==> src/rtl/sum_accumulator_if.sv <==
// Handshake bundle between the sample source, the frame accumulator and the frame consumer.
interface sum_accumulator_if #(
    parameter int ACC_W = 20
);
    logic             clr;
    logic             in_valid;
    logic [16:0]      in_sum;
    logic             in_ready;
    logic             out_valid;
    logic             out_ready;
    logic [ACC_W-1:0] out_acc;
    logic             out_ovf;

    modport master (
        output clr, in_valid, in_sum, out_ready,
        input  in_ready, out_valid, out_acc, out_ovf
    );

    modport slave (
        input  clr, in_valid, in_sum, out_ready,
        output in_ready, out_valid, out_acc, out_ovf
    );
endinterface

==> src/rtl/sum_accumulator.sv <==
// Saturating frame accumulator: sums N_ACC signed 17-bit samples and holds the total until taken.
//   state | meaning
//   ACC   | accepting samples into acc, in_ready=1
//   HOLD  | frame total pending on out_acc/out_ovf, waiting for out_ready
module sum_accumulator #(
    parameter int N_ACC = 4,
    parameter int ACC_W = 20
) (
    input  logic               clk,
    input  logic               rst_n,
    sum_accumulator_if.slave   bus
);
    localparam int CNT_W = (N_ACC > 2) ? $clog2(N_ACC) : 1;
    localparam logic [ACC_W-1:0] ACC_MAX = {1'b0, {(ACC_W-1){1'b1}}};
    localparam logic [ACC_W-1:0] ACC_MIN = {1'b1, {(ACC_W-1){1'b0}}};
    localparam logic [CNT_W-1:0] CNT_LAST = CNT_W'(N_ACC - 1);

    typedef enum logic {
        ACC  = 1'b0,
        HOLD = 1'b1
    } state_t;

    state_t            state_q, state_d;
    logic [ACC_W-1:0]  acc_q, acc_d;
    logic [CNT_W-1:0]  cnt_q, cnt_d;
    logic              ovf_q, ovf_d;
    logic              out_valid_q, out_valid_d;
    logic [ACC_W-1:0]  out_acc_q, out_acc_d;
    logic              out_ovf_q, out_ovf_d;

    logic [ACC_W:0]    sum_w;
    logic              sat_hi, sat_lo, sat_any;
    logic [ACC_W-1:0]  acc_sat;

    // One guard bit is enough: a 17-bit sample added to an ACC_W>=17 value cannot wrap ACC_W+1 bits.
    always_comb begin
        sum_w   = {{(ACC_W+1-17){bus.in_sum[16]}}, bus.in_sum} + {acc_q[ACC_W-1], acc_q};
        sat_hi  = ~sum_w[ACC_W] &  sum_w[ACC_W-1];
        sat_lo  =  sum_w[ACC_W] & ~sum_w[ACC_W-1];
        sat_any = sat_hi | sat_lo;
        if (sat_hi)
            acc_sat = ACC_MAX;
        else if (sat_lo)
            acc_sat = ACC_MIN;
        else
            acc_sat = sum_w[ACC_W-1:0];
    end

    always_comb begin
        state_d     = state_q;
        acc_d       = acc_q;
        cnt_d       = cnt_q;
        ovf_d       = ovf_q;
        out_valid_d = out_valid_q;
        out_acc_d   = out_acc_q;
        out_ovf_d   = out_ovf_q;
        case (state_q)
            ACC: begin
                if (bus.clr) begin
                    acc_d = '0;
                    cnt_d = '0;
                    ovf_d = 1'b0;
                end else if (bus.in_valid) begin
                    if (cnt_q == CNT_LAST) begin
                        out_acc_d   = acc_sat;
                        out_ovf_d   = ovf_q | sat_any;
                        out_valid_d = 1'b1;
                        acc_d       = '0;
                        cnt_d       = '0;
                        ovf_d       = 1'b0;
                        state_d     = HOLD;
                    end else begin
                        acc_d = acc_sat;
                        cnt_d = cnt_q + CNT_W'(1);
                        ovf_d = ovf_q | sat_any;
                    end
                end
            end
            HOLD: begin
                // clr is deliberately ignored here so a finished frame is never lost.
                if (out_valid_q && bus.out_ready) begin
                    out_valid_d = 1'b0;
                    state_d     = ACC;
                end
            end
            default: state_d = ACC;
        endcase
    end

    always_ff @(posedge clk or negedge rst_n) begin
        if (!rst_n) begin
            state_q     <= ACC;
            acc_q       <= '0;
            cnt_q       <= '0;
            ovf_q       <= 1'b0;
            out_valid_q <= 1'b0;
            out_acc_q   <= '0;
            out_ovf_q   <= 1'b0;
        end else begin
            state_q     <= state_d;
            acc_q       <= acc_d;
            cnt_q       <= cnt_d;
            ovf_q       <= ovf_d;
            out_valid_q <= out_valid_d;
            out_acc_q   <= out_acc_d;
            out_ovf_q   <= out_ovf_d;
        end
    end

    assign bus.in_ready  = (state_q == ACC);
    assign bus.out_valid = out_valid_q;
    assign bus.out_acc   = out_acc_q;
    assign bus.out_ovf   = out_ovf_q;
endmodule

==> src/flat_wrapper.sv <==
// flat-port wrapper written by rule: the top's interface ports become plain ports
module sum_accumulator_flat 
#(
    parameter int N_ACC = 4,
    parameter int ACC_W = 20
)
  (clk, rst_n, bus_clr, bus_in_valid, bus_in_sum, bus_out_ready, bus_in_ready, bus_out_valid, bus_out_acc, bus_out_ovf);
  sum_accumulator_if #(.ACC_W(ACC_W)) bus_i ();
  input  logic clk;
  input  logic rst_n;
  input wire logic [$bits(bus_i.clr)-1:0] bus_clr;
  input wire logic [$bits(bus_i.in_valid)-1:0] bus_in_valid;
  input wire logic [$bits(bus_i.in_sum)-1:0] bus_in_sum;
  input wire logic [$bits(bus_i.out_ready)-1:0] bus_out_ready;
  output wire logic [$bits(bus_i.in_ready)-1:0] bus_in_ready;
  output wire logic [$bits(bus_i.out_valid)-1:0] bus_out_valid;
  output wire logic [$bits(bus_i.out_acc)-1:0] bus_out_acc;
  output wire logic [$bits(bus_i.out_ovf)-1:0] bus_out_ovf;
  assign bus_i.clr = bus_clr;
  assign bus_i.in_valid = bus_in_valid;
  assign bus_i.in_sum = bus_in_sum;
  assign bus_i.out_ready = bus_out_ready;
  assign bus_in_ready = bus_i.in_ready;
  assign bus_out_valid = bus_i.out_valid;
  assign bus_out_acc = bus_i.out_acc;
  assign bus_out_ovf = bus_i.out_ovf;
  sum_accumulator #(.N_ACC(N_ACC), .ACC_W(ACC_W)) u_core (.clk(clk), .rst_n(rst_n), .bus(bus_i));
endmodule
==> config.mk <==
export PLATFORM = sky130hd
export DESIGN_NAME = sum_accumulator_flat
export DESIGN_NICKNAME = d
export VERILOG_FILES = /design/src/rtl/sum_accumulator_if.sv /design/src/rtl/sum_accumulator.sv /design/src/flat_wrapper.sv
export SDC_FILE = /design/constraint.sdc
export NUM_CORES = 1
export LEC_CHECK = 0
export CORE_MARGIN = 4
export CORE_UTILIZATION = 55
export DETAILED_ROUTE_END_ITERATION = 6
export PLACE_DENSITY = 0.81
export SLEW_MARGIN = 10
export SYNTH_ARGS = -nofsm -noshare
export SYNTH_HDL_FRONTEND = slang
export SYNTH_SLANG_ARGS = --single-unit
export TNS_END_PERCENT = 1
==> constraint.sdc <==
create_clock -name clk -period 5.7 [get_ports clk]
set_input_delay 0.57 -clock clk [delete_from_list [all_inputs] [get_ports clk]]
set_output_delay 0.57 -clock clk [all_outputs]
set_load 0.05 [all_outputs]
### Word level (Yosys, flattened, before mapping)

Cells that the tools add are included.

| storage, ports and cells | value |
|---|---|
| output and inout bits | 23 |
| input port bits | 22 |
| memory bits (read-only) | 0 |
| bits in latches | 0 |
| flip-flop bits (word level) | 46 |
| memory bits (writable) | 0 |
| memories | 0 |

| cells by class | value |
|---|---|
| $mul | 0 |
| reductions and logical operators | 5 |
| shift-type cells | 0 |
| add/sub/neg operators | 2 |
| divide/modulo/power cells | 0 |
| equality and inequality tests | 5 |
| mux-type cells | 21 |
| $lt $le $gt $ge | 0 |
| bitwise operators | 8 |

Operators by type and width:

| operator | count |
|---|---|
| 20-bit 2-to-1 mux | 5 |
| 17-bit by 20-bit adder with 21-bit output | 1 |
| 1-bit 2-to-1 mux | 11 |
| 4-bit AND reduction | 2 |
| 2-bit 2-to-1 mux | 3 |
| 2-bit inequality test (second input constant) | 3 |
| 1-bit NOT | 4 |
| 1-bit case mux with 2 select lines | 2 |
| 2-bit by 1-bit adder with 2-bit output (second input constant) | 1 |
| 1-bit AND | 2 |
| 2-bit equality test (second input constant) | 1 |
| 2-bit by 1-bit inequality test with 1-bit output (second input constant) | 1 |
| 1-bit bitwise OR | 2 |
| 2-bit AND reduction | 1 |
| 2-bit nonzero test | 1 |
| 1-bit logical AND | 1 |

### Logic depth before layout (Yosys ltp)

Gate-level depths: netlist (run 1).

| logic depth | value |
|---|---|
| depth after elaboration | 8 |
| gate-level depth with buffers | 15 |

### Worst setup path after synthesis (run 1)

Ideal clock, no wire load.

| timing | value |
|---|---|
| path type | input to register |
| start | input port bus_in_sum[0] |
| end | register u_core.acc_q[6] |
| required time | 5.634 ns |
| path buffers | 1 |
| arrival time | 3.202 ns |
| stages on the path | 14 |
| slack | 2.432 ns |
| cells stage by stage | ha_1 inv_1 fa_1 nor2b_4 o311a_1 a21o_2 a31oi_4 o31a_4 a221oi_4 inv_1 ha_1 buf_4 nor2_2 a221o_1 |

| on the way | value |
|---|---|
| longest elaborated chain between the ends | 8 |
| elaborated cells between the ends (all ways) | 10 |

RTL lines:

| element | line | RTL |
|---|---|---|
| start, declared | flat_wrapper.sv:13 | `input wire logic [$bits(bus_i.in_sum)-1:0] bus_in_sum;` |
| 17-bit by 20-bit adder with 21-bit output * | sum_accumulator.sv:37 | `sum_w = {{(ACC_W+1-17){bus.in_sum[16]}}, bus.in_sum} + {acc_q[ACC_W-1], acc_q};` |
| 1-bit NOT | sum_accumulator.sv:39 | `sat_lo = sum_w[ACC_W] & ~sum_w[ACC_W-1];` |
| 1-bit AND | sum_accumulator.sv:39 |  |
| 20-bit 2-to-1 mux | sum_accumulator.sv:43 | `else if (sat_lo)` |
| 20-bit 2-to-1 mux * | sum_accumulator.sv:41 | `if (sat_hi)` |
| 20-bit 2-to-1 mux * | sum_accumulator.sv:64 | `if (cnt_q == CNT_LAST) begin` |
| 20-bit 2-to-1 mux * | sum_accumulator.sv:63 | `end else if (bus.in_valid) begin` |
| 20-bit 2-to-1 mux * | sum_accumulator.sv:59 | `if (bus.clr) begin` |
| end signal, assigned | sum_accumulator.sv:93 | `acc_q <= '0;` |
| end signal, assigned | sum_accumulator.sv:101 | `acc_q <= acc_d;` |
| end, declared | sum_accumulator.sv:24 | `logic [ACC_W-1:0] acc_q, acc_d;` |

Mark *: on every way between the ends. The rest lies on a longest branch, timed or not. The select of a mux whose other input is x is not followed.
A chain may end at the register's enable or synchronous reset.

### Worst setup path after layout (run 1)

| timing | value |
|---|---|
| start | input port bus_in_sum[0] |
| end | register u_core.acc_q[11] |

The elaborated chain is that of the path after synthesis.

==> impl_summary.log, run 1 <==
INFO  metric synth_area = around 0.0029 sq mm
INFO  metric clock_latency = just over 0.3 ns
INFO  metric grt_max_degree = 47
INFO  metric share_of_power_burned_in_combinational_logic = between 60% and 70%
INFO  metric post-dp-hpwl = about 5400 microns
INFO  metric timing.final.hold_violations = 0
INFO  metric worst_setup_path_start_kind = input pin
INFO  metric synthXorXnorAreaFrac = under 10%
INFO  metric synth_seq_cells = 46
INFO  metric depth_of_the_worst_register_to_register_path = 14
INFO  metric clock_tree.htree_level_count = 2
INFO  metric worstMarginPinSlew = around 1.1 ns
INFO  metric synth_compound_gate_area_share = roughly 25%
INFO  metric cts_buffers = 5
INFO  metric timing.critical_path.required = 5.91 ns
INFO  metric post-synth-top-area-fraction = approximately two fifths
INFO  metric crit_family = compound AO/OA/AOI/OAI gates
INFO  metric ys_seq_area_share = between 30% and 40%
INFO  metric critical_path.cell_chain = clkdlybuf4s50_1 > ha_1 > inv_1 > fa_1 > nor2b_4 > o311a_1 > a21o_2 > a31oi_4 > o31a_4 > a221oi_4 > ha_1 > inv_1 > nor2_1 > a21oi_1 > o31ai_1
INFO  metric r2r-end = u_core.acc_q[11]
INFO  metric synth_fa_ha_area_share = 10.5%
INFO  metric drive_gt1_share = between 5 and 6%
INFO  metric synth-warning-count = 0
INFO  metric timing.clock.skew = approximately 0.0083 ns
INFO  metric ff_latch_area = ~0.0012 sq mm
INFO  metric final.setup.tns = 0 ns
INFO  metric fin_hold_ws = between 0.4 and 0.5 ns
INFO  metric cpPeakStageDelay = 0.67 ns
INFO  metric worst-setup-path-type = input pin to flip-flop
INFO  metric design.final.nets = a little over 400
INFO  metric powerDensity = ~570 mW/mm^2
INFO  metric leakage = about 1.6 nW
INFO  metric tritoncts = yes
INFO  metric avgRoutedWirePerCell = about 17 microns
INFO  metric share_clk_of_total_power = between 10% and 20%
INFO  metric antenna_cells_inserted = 0
INFO  metric number_of_global_route_vias_before_repair = roughly 2700
INFO  metric cts_num_sinks = between 40 and 50
INFO  metric run_status = finished clean
INFO  metric setup.worst_path.end_class = flip-flop
INFO  metric floorplan.die_area = roughly 0.0066 sq mm
INFO  metric grt_antenna_before_repair = 0
INFO  metric worstPathArrival = about 4.4 ns
INFO  metric crit_path_max_fanout = 12
INFO  metric cts_root_buffer = clkbuf_8
INFO  metric postSynth.topFlopCell = dfrtp_1
INFO  metric post_syn_instances = approximately 320
INFO  metric gp_congestion = around 0.88
INFO  metric reg2reg_from = u_core.acc_q[0]
INFO  metric timing.critical_path.buf_inv = 3
INFO  metric drc_markers = 0
INFO  metric post-cts-setup-buffers = 0
INFO  metric chip_width = around 80 microns
INFO  metric mostFrequentLayoutCell = nand2_1
INFO  metric synth.area.mux_share = less than 1%
INFO  metric power_switching = about 960 uW
INFO  metric post_cts_resize_count = 0
INFO  metric yosysTopAreaCell = dfrtp_1
INFO  metric regToRegSetupSlack = 1.86 ns
INFO  metric timing.max_cap.violations = 0
INFO  metric synth.net_count = 367
INFO  metric via_count = about 2600
INFO  metric synth_area_leaders = dfrtp_1, ha_1, nand2_1, o21ai_0, a21oi_1
INFO  metric ant_nets = 0
INFO  metric drv_slew = 0
INFO  metric critical_path.slowest_cell = nor2_1
INFO  metric hold_buffers = 0
INFO  metric min_period = between 4 and 5 ns
INFO  metric seqPwrFrac = about a quarter
INFO  metric worst_setup_hold_path_clk_slew = ~0.090 ns
INFO  metric intPower = slightly above 1 mW
INFO  metric layout_common_cells = nand2_1, dfrtp_1, clkdlybuf4s50_1
INFO  metric first_pass_iters = 5
INFO  metric holdCritPathClass = input pin to async pin
INFO  metric main_combinational_cell_family_by_area_after_synthesis = compound AO/OA/AOI/OAI gates
INFO  metric yosys.cell_types.count = 51
INFO  metric initial_core_util = a little under three fifths
INFO  metric io_buffers = 44
INFO  metric vias_per_cell = approximately 6
INFO  metric fp.coreArea = approximately 0.0051 sq mm
INFO  metric power.switching_fraction = roughly half
INFO  metric global_route_wire_length_before_repair = around 12000 microns
INFO  metric placement_row_count = 26
INFO  metric postSynth.asyncResetShare = 100%
INFO  metric clock_path_buffers = 2
INFO  metric num-fill-cells = around 450
INFO  metric grt_use_total = between 20% and 30%
INFO  metric chipHeight = around 81 microns
INFO  metric area.growth.synth_to_final = 19.1%
INFO  metric synth_enable_flop_cells = 0
INFO  metric grt-ovfl-total = 0
INFO  metric fmax = about 0.24 GHz
INFO  metric grt_setup_unrepaired = false
INFO  metric layout_worst_path_cycle_share = between 70% and 80%
INFO  metric ir_worst_vdd = 0.319 mV
INFO  metric mean_instance_size_in_the_synthesized_netlist = 9.15 sq um
INFO  metric synth_simple_gate_area_share = about 15%
INFO  metric finalSetupViolations = 0
INFO  metric wl = ~7300 microns
INFO  metric worst_slew_margin_relative_to_its_limit = 25.3%
INFO  metric multi_input_comb_area = approximately 0.0016 sq mm
INFO  metric drt_iter0_drc = between 150 and 200
INFO  metric boundaryPins = between 40 and 50
==> worst reg2reg max path: stages (launching register included) <==
cell and delay (ns):
dfrtp_1 0.36, ha_1 0.19, inv_1 0.06, fa_1 0.44, nor2b_4 0.14, o311a_1 0.19
a21o_2 0.19, a31oi_4 0.12, o31a_4 0.34, a221oi_4 0.28, ha_1 0.45, inv_1 0.12
nor2_1 0.67, a21oi_1 0.09, o31ai_1 0.10
==> cells in the mapped netlist (2+ instances only) <==
cell type / n
a31oi_1: 6
ha_1: 23
nor2_1: 13
a211oi_1: 2
o31ai_1: 6
buf_2: 3
a21oi_1: 27
xor2_1: 6
and3_1: 4
xnor2_1: 10
nand4_1: 3
dfrtp_1: 46
nand2_1: 47
a221o_1: 12
and2_1: 2
a21o_1: 5
inv_1: 15
mux2i_1: 2
o22a_1: 2
or2_2: 2
nand3_1: 8
nand2b_1: 3
o21ai_0: 33
nor3_1: 5
o22ai_1: 2
clkbuf_1: 9
==> power by group through the flow <==
stage,clock network (mW),logic (mW),registers [mW]
after floorplan,0,0.680,0.721
final,0.253,1.22,0.519
after CTS,0.257,1.22,0.519
after global routing,0.270,1.33,0.533
after detailed placement,0,1.21,0.524
after global placement,0,1.17,0.519
==> cell families after synthesis <==
kind of cell	after synthesis
compound gates	107
xor+xnor	16
fa+ha+maj	24
buf+inv	31
flops	46
mux	2
simple gates	95
==> final cells by class <==
| class | instances | area share (%) |
|---|---|---|
| inverter | 15 | 1.61 |
| clock buffer | 6 | 2.36 |
| multi-input combinational | 244 | 47.1 |
| clock inverter | 1 | 0.859 |
| sequential | 46 | 32.9 |
| timing repair buffer | 45 | 12.7 |
| tap | 70 | 2.50 |
==> per-stage QoR <==
stage	std cells	util, %	power [mW]	setup slack (ns)	area, sq um
2_1_floorplan	321	-	1.40	2.43	2940
3_3_place_gp	420	65.8	1.69	1.34	3380
3_5_place_dp	420	65.8	1.73	1.18	3380
4_1_cts	427	68.0	1.99	1.50	3500
5_1_grt	427	68.0	2.13	1.21	3500
6_report	427	68.0	1.99	1.49	3500
==> worst max path at each step <==
| stage | start | to | depth (start not counted) |
|---|---|---|---|
| 6_report | bus_in_sum[0] | u_core.acc_q[11] | 15 |
| 5_1_grt | bus_in_sum[0] | u_core.acc_q[13] | 15 |
| 4_1_cts | bus_in_sum[0] | u_core.acc_q[13] | 15 |
| 3_5_place_dp | bus_in_sum[0] | u_core.acc_q[13] | 15 |
| 3_3_place_gp | bus_in_sum[0] | u_core.acc_q[13] | 15 |
| 2_1_floorplan | bus_in_sum[0] | u_core.acc_q[6] | 14 |
==> flip-flops by register name (all words and copies together) (netlist names) <==
| signal | count |
|---|---|
| u_core.bus.out_acc | 20 |
| u_core.acc_q | 20 |
| u_core.bus.out_valid | 1 |
| u_core.state_q | 1 |
| u_core.ovf_q | 1 |
| u_core.cnt_q | 2 |
| u_core.bus.out_ovf | 1 |
==> per-layer routing <==
layer / track usage, % / wire length, microns / vias up / share of wire (%)
met5: 0 / 0 / - / 0
met1: 31.9 / 3350 / 1255 / 46
met4: 8.45 / 125 / 0 / 1.7
met3: 2.99 / 328 / 13 / 4.5
li1: - / - / 1236 / -
met2: 41.9 / 3550 / 68 / 48
No activity file was read; power rests on OpenSTA's default activity.
==> run 2, diff against run 1 <==
- CORE_UTILIZATION: 55 -> 49
- PLACE_DENSITY: 0.81 -> 0.76
- clock period: 5.7 -> 3.5 ns (I/O delays scaled with it)
==> run 2 against run 1 <==
Effect of this change:
- setup slack lost 1.3 ns
- largest cell class unchanged
- routed wire length increased by 0.82%
- sequential power rose by 63%
- core utilization shrank 2.1 points
==> impl_summary.log, run 2 (synthesis gave the netlist of run 1 again) <==
INFO  metric ant_nets = 0 (unchanged)
INFO  metric fmax = between 0.3 and 0.4 GHz
INFO  metric initial_core_util = 52.1% (-5.1 points)
INFO  metric drt_iter0_drc = 157 (-13%)
INFO  metric boundaryPins = 45 (unchanged)
INFO  metric crit_path_max_fanout = 11 (-1)
INFO  metric hold_buffers = 0 (unchanged)
INFO  metric grt_antenna_before_repair = 0 (unchanged)
INFO  metric timing.clock.skew = 0.00614 ns (-0.00213 ns)
INFO  metric finalNonFillerCells = 458 (+7.3%)
INFO  metric design.final.nets = 433 (+7.4%)
INFO  metric post-dp-hpwl = 5600 microns (+3.2%)
INFO  metric timing.critical_path.required = 3.69 ns (-2.22 ns)
INFO  metric worstMarginPinSlew = 1.04 ns (-0.0772 ns)
INFO  metric clock_tree.htree_level_count = 2 (unchanged)
INFO  metric grt_setup_unrepaired = false
INFO  metric holdCritPathClass = input pin to async pin
INFO  metric tritoncts = yes
INFO  metric timing.max_cap.violations = 0 (unchanged)
INFO  metric worst-setup-path-type = input pin to flip-flop
INFO  metric reg2reg_from = u_core.acc_q[1]
INFO  metric io_buffers = 44 (unchanged)
INFO  metric drive_gt1_share = 13.5% (+8.1 points)
INFO  metric grt_use_total = 21.1% (-3.3 points)
INFO  metric grt-ovfl-total = 0 (unchanged)
INFO  metric wl = 7410 microns (+0.82%)
INFO  metric design_area = 0.00372 sq mm (+6.3%)
INFO  metric clock_latency = 0.30 ns (about the same)
INFO  metric chipHeight = 85.4 microns (+5.4%)
INFO  metric fp.coreArea = 0.00564 sq mm (+9.8%)
INFO  metric finalSetupViolations = 0 (unchanged)
INFO  metric r2r-end = u_core.bus.out_acc[16]
INFO  metric cts_num_sinks = 46 (unchanged)
INFO  metric worst_slew_margin_relative_to_its_limit = 30.6% (+5.3 points)
INFO  metric floorplan.die_area = 0.00730 sq mm (+11%)
INFO  metric global_route_wire_length_before_repair = 12600 microns (+1.4%)
INFO  metric multi_input_comb_area = 0.00166 sq mm (+0.68%)
INFO  metric worst_setup_hold_path_clk_slew = 0.08 ns (about the same)
INFO  metric worstPathArrival = 3.48 ns (-0.94 ns)
INFO  metric antenna_cells_inserted = 0 (unchanged)
INFO  metric regToRegSetupSlack = 0.30 ns (-1.56 ns)
INFO  metric final.setup.tns = 0 ns (unchanged)
INFO  metric num-fill-cells = 452 (+0.67%)
INFO  metric utilization = 65.9% (-2.1 points)
INFO  metric first_pass_iters = 4 (-1)
INFO  metric worst_setup_path_start_kind = input pin
INFO  metric depth_of_the_worst_register_to_register_path = 15 (+1)
INFO  metric drv_slew = 0 (unchanged)
INFO  metric cts_buffers = 5 (unchanged)
INFO  metric avgRoutedWirePerCell = 16.2 microns (-6.0%)
INFO  metric placement_row_count = 27 (+3.8%)
INFO  metric min_period = 3.29 ns
INFO  metric drc_markers = 0 (unchanged)
INFO  metric placedInstanceArea = 0.00362 sq mm (+7.1%)
INFO  metric layout_common_cells = nand2_1, dfrtp_1, clkdlybuf4s50_1
INFO  metric ff_latch_area = 0.00115 sq mm (unchanged)
INFO  metric area.growth.synth_to_final = 26.6%
INFO  metric via_count = 2665 (+3.6%)
INFO  metric vias_per_cell = 5.82 (-3.4%)
INFO  metric clock_path_buffers = 2 (unchanged)
INFO  metric gp_congestion = 0.946 (+7.8%)
INFO  metric cts_root_buffer = clkbuf_8
INFO  metric timing.final.hold_violations = 0 (unchanged)
INFO  metric grt_max_degree = 47 (unchanged)
INFO  metric chip_width = 85.4 microns (+5.4%)
INFO  metric leakage = 1.76 nW (+8.3%)
INFO  metric number_of_global_route_vias_before_repair = 2687 (+1.3%)
INFO  metric mostFrequentLayoutCell = nand2_1
INFO  metric setup.worst_path.end_class = flip-flop
INFO  metric ir_worst_vdd = 0.539 mV (+69%)
INFO  metric placed_cells = 452 (+7.6%)
INFO  metric run_status = finished clean
INFO  metric powerDensity = 914 mW/mm^2 (+60%)
INFO  metric layout_worst_path_cycle_share = a little over nine tenths
run 2: how the worst max path moves through the flow:
stage | from | endpoint | slack [ns]
floorplan | bus_in_sum[0] | u_core.acc_q[6] | 0.45
global placement | bus_in_sum[0] | u_core.acc_q[13] | -0.24
detailed placement | bus_in_sum[0] | u_core.acc_q[11] | -0.33
CTS | bus_in_sum[0] | u_core.bus.out_acc[0] | 0.1
global route | bus_in_sum[1] | u_core.bus.out_acc[16] | 0.002
finish | bus_in_sum[1] | u_core.bus.out_acc[16] | 0.21
run 2: power by group:
group	leakage (nW)	switching, mW	internal, mW
Sequential	0.613	0.119	0.727
Clock	0.0431	0.175	0.153
Combinational	1.11	1.29	0.931
Total	1.76	1.59	1.81
run 2: area by class of cell:
cell class                      count  area share (%)
Clock buffer                        6            2.22
Inverter                           15            1.51
Multi-Input combinational cell    244            44.6
Sequential cell                    46            31.0
Tap cell                           72            2.42
Timing Repair Buffer               75            18.3
run 2: layer usage:
layer / vias up / track usage (%) / routed length (microns)
li1: 1304 / - / -
met5: - / 0 / 0
met4: 0 / 5.76 / 78
met3: 8 / 3.30 / 352
met2: 73 / 35.5 / 3520
met1: 1280 / 28.3 / 3460
run 2: repair_timing:
action	in CTS	in global routing
setup buffers	0	0
setup endpoints to repair	2	27
gates resized for setup	1	3
pin swaps	0	1
run 2: worst max-delay path, cell delays in order:
cell	delay, ns
clkdlybuf4s50_1	0.43
ha_1	0.32
a211o_1	0.32
and4bb_2	0.25
nor2_1	0.16
o32ai_1	0.10
o31ai_1	0.23
nand2b_1	0.13
buf_4	0.15
xnor2_1	0.15
ha_2	0.29
inv_1	0.11
buf_12	0.15
and3_1	0.13
mux2i_1	0.14
nand2_1	0.06
run 2: metrics by stage:
step	power, mW	hold slack [ns]	worst slack [ns]
global route	3.63	0.302	0.00241
global placement	3.00	0.465	-0.241
finish	3.40	0.223	0.214
CTS	3.39	0.271	0.0971
floorplan	2.28	0.0544	0.452
detailed placement	3.04	0.469	-0.325
==> run 3, diff against run 2 <==
- CORE_UTILIZATION: 49 -> 45
- PLACE_DENSITY: 0.76 -> 0.71
- SLEW_MARGIN: 10 -> 20
==> run 3 against run 2 <==
Effect of this change:
- clock skew grew 0.0010 ns
- flip-flop and latch count unchanged
- die area rose by 8.0%
- critical endpoint is now u_core.bus.out_acc[14]
==> impl_summary.log, run 3 (synthesis gave the netlist of run 1 again) <==
INFO  metric run_status = finished clean
INFO  metric drc_markers = 0 (unchanged)
INFO  metric antenna_cells_inserted = 0 (unchanged)
INFO  metric post-dp-hpwl = 5630 microns (+0.64%)
INFO  metric mostFrequentLayoutCell = nand2_1
INFO  metric placed_cells = 454 (+0.44%)
INFO  metric finalNonFillerCells = 462 (+0.87%)
INFO  metric critical_path.slowest_cell = clkdlybuf4s50_1
INFO  metric final.setup.tns = 0 ns (unchanged)
INFO  metric grt-ovfl-total = 0 (unchanged)
INFO  metric placement_row_count = 29 (+7.4%)
INFO  metric hold_buffers = 0 (unchanged)
INFO  metric cpPeakStageDelay = 0.48 ns (+0.05 ns)
INFO  metric via_count = 2649 (-0.60%)
INFO  metric first_pass_iters = 4 (unchanged)
INFO  metric grt_antenna_before_repair = 0 (unchanged)
INFO  metric clock_latency = 0.30 ns (about the same)
INFO  metric vias_per_cell = 5.73 (-1.5%)
INFO  metric global_route_wire_length_before_repair = 13000 microns (+3.0%)
INFO  metric total_power = 3.43 mW (+0.94%)
INFO  metric boundaryPins = 45 (unchanged)
INFO  metric design.final.nets = 430 (-0.69%)
INFO  metric powerDensity = 921 mW/mm^2 (+0.77%)
INFO  metric critical_path.cell_chain = clkdlybuf4s50_1 > ha_1 > inv_1 > fa_2 > nor2b_4 > o311a_1 > a21o_2 > a31oi_4 > o31a_4 > a221oi_4 > buf_4 > inv_1 > ha_2 > buf_12 > nor3b_1 > o22a_1
INFO  metric chipHeight = 88.8 microns (+3.9%)
INFO  metric grt_setup_unrepaired = false
INFO  metric worst-setup-path-type = input pin to flip-flop
INFO  metric grt_use_total = 21.0% (-0.18 points)
INFO  metric ant_nets = 0 (unchanged)
INFO  metric holdCritPathClass = input pin to async pin
INFO  metric post-cts-setup-buffers = 0 (unchanged)
INFO  metric worstPathArrival = 3.49 ns (about the same)
INFO  metric initial_core_util = 46.2% (-5.8 points)
INFO  metric finalSetupViolations = 0 (unchanged)
INFO  metric ir_worst_vdd = 0.478 mV (-11%)
INFO  metric utilization = 58.7% (-7.3 points)
INFO  metric reg2reg_from = u_core.acc_q[1]
INFO  metric fin_hold_ws = 0.0448 ns (-0.178 ns)
INFO  metric tritoncts = yes
INFO  metric worst_setup_path_startpoint = bus_in_sum[0]
INFO  metric number_of_global_route_vias_before_repair = 2685 (-0.074%)
INFO  metric layout_worst_path_cycle_share = 92.6% (-1.3 points)
INFO  metric timing.max_cap.violations = 0 (unchanged)
INFO  metric timing.final.hold_violations = 0 (unchanged)
INFO  metric gp_congestion = 0.879 (-7.2%)
INFO  metric crit_path_max_fanout = 8 (-3)
INFO  metric fmax = 0.309 GHz (+1.4%)
INFO  metric leakage = 1.76 nW (-0.41%)
INFO  metric layout_common_cells = nand2_1, dfrtp_1, clkdlybuf4s50_1
INFO  metric avgRoutedWirePerCell = 16.5 microns (+1.9%)
INFO  metric worst_setup_hold_path_clk_slew = 0.08 ns (about the same)
INFO  metric io_buffers = 44 (unchanged)
INFO  metric timing.clock.skew = 0.00714 ns (+0.00100 ns)
INFO  metric cts_root_buffer = clkbuf_8
INFO  metric wl = 7620 microns (+2.8%)
INFO  metric area.growth.synth_to_final = 26.8%
INFO  metric depth_of_the_worst_register_to_register_path = 14 (-1)
INFO  metric fp.coreArea = 0.00635 sq mm (+13%)
INFO  metric min_period = 3.24 ns (-0.0459 ns)
INFO  metric setup.worst_path.end_class = flip-flop
INFO  metric clock_path_buffers = 2 (unchanged)
INFO  metric cts_buffers = 5 (unchanged)
INFO  metric path_common_cell = inv_1
INFO  metric grt_max_degree = 47 (unchanged)
INFO  metric timing.critical_path.required = 3.74 ns (+0.05 ns)
INFO  metric num-fill-cells = 562 (+24%)
INFO  metric drive_gt1_share = 12.5% (-1.0 points)
INFO  metric post_cts_resize_count = 1 (unchanged)
INFO  metric worst_setup_path_start_kind = input pin
INFO  metric clock_tree.htree_level_count = 2 (unchanged)
INFO  metric drv_slew = 0 (unchanged)
INFO  metric cts_num_sinks = 46 (unchanged)
INFO  metric floorplan.die_area = 0.00788 sq mm (+8.0%)
INFO  metric drt_iter0_drc = 173 (+10%)
INFO  metric worst_slew_margin_relative_to_its_limit = 59.9% (+29 points)
INFO  metric worstMarginPinSlew = 0.601 ns (-0.440 ns)
INFO  metric chip_width = 88.8 microns (+3.9%)
==> run 3: power breakdown <==
group          total [mW]  internal (mW)  switching (mW)
Sequential          0.845          0.727           0.118
Combinational        2.19          0.901            1.29
Clock               0.396          0.214           0.182
Total                3.43           1.84            1.59
==> run 3: path summary, 6_finish.rpt <==
check,to,slack (ns)
max,u_core.bus.out_acc[14],0.26
min,u_core.state_q,0.04
max reg2reg,u_core.bus.out_acc[6],0.41
min reg2reg,u_core.bus.out_acc[4],0.48
max in group asynchronous,u_core.bus.out_acc[19],3.05
min in group clk,u_core.bus.out_acc[4],0.48
==> run 3: final cells by class <==
| type | instances | area, sq um | area share [%] |
|---|---|---|---|
| Clock buffer | 7 | 76.3 | 2.05 |
| Timing Repair Buffer | 72 | 661 | 17.7 |
| Inverter | 15 | 56.3 | 1.51 |
| Clock inverter | 1 | 30.0 | 0.806 |
| Multi-Input combinational cell | 244 | 1650 | 44.4 |
| Sequential cell | 46 | 1150 | 30.9 |
| Tap cell | 77 | 96.3 | 2.59 |
==> run 3: metrics by stage <==
step / area [sq um] / setup slack, ns
5_1_grt: 3720 / 0.0651
6_report: 3720 / 0.260
3_5_place_dp: 3610 / -0.332
3_3_place_gp: 3610 / -0.210
2_1_floorplan: 2940 / 0.452
4_1_cts: 3720 / 0.0934
==> run 3: critical path: cells and delay by family <==
| family | cells | cell delay [ns] |
|---|---|---|
| AOI/OAI and AO/OA | 6 | 1.13 |
| adders and majority gates | 3 | 0.76 |
| and+or+nand+nor | 2 | 0.35 |
| buffers and inverters | 5 | 0.89 |
==> run 3: routing by layer <==
metal | GRT usage, % | routed length, microns | part of all wire, % | vias up
li1 | - | - | - | 1291
met1 | 28.6 | 3480 | 46 | 1274
met2 | 33.3 | 3490 | 46 | 72
met3 | 3.91 | 486 | 6.4 | 12
met4 | 7.28 | 155 | 2.0 | 0
met5 | 0 | 0 | 0 | -
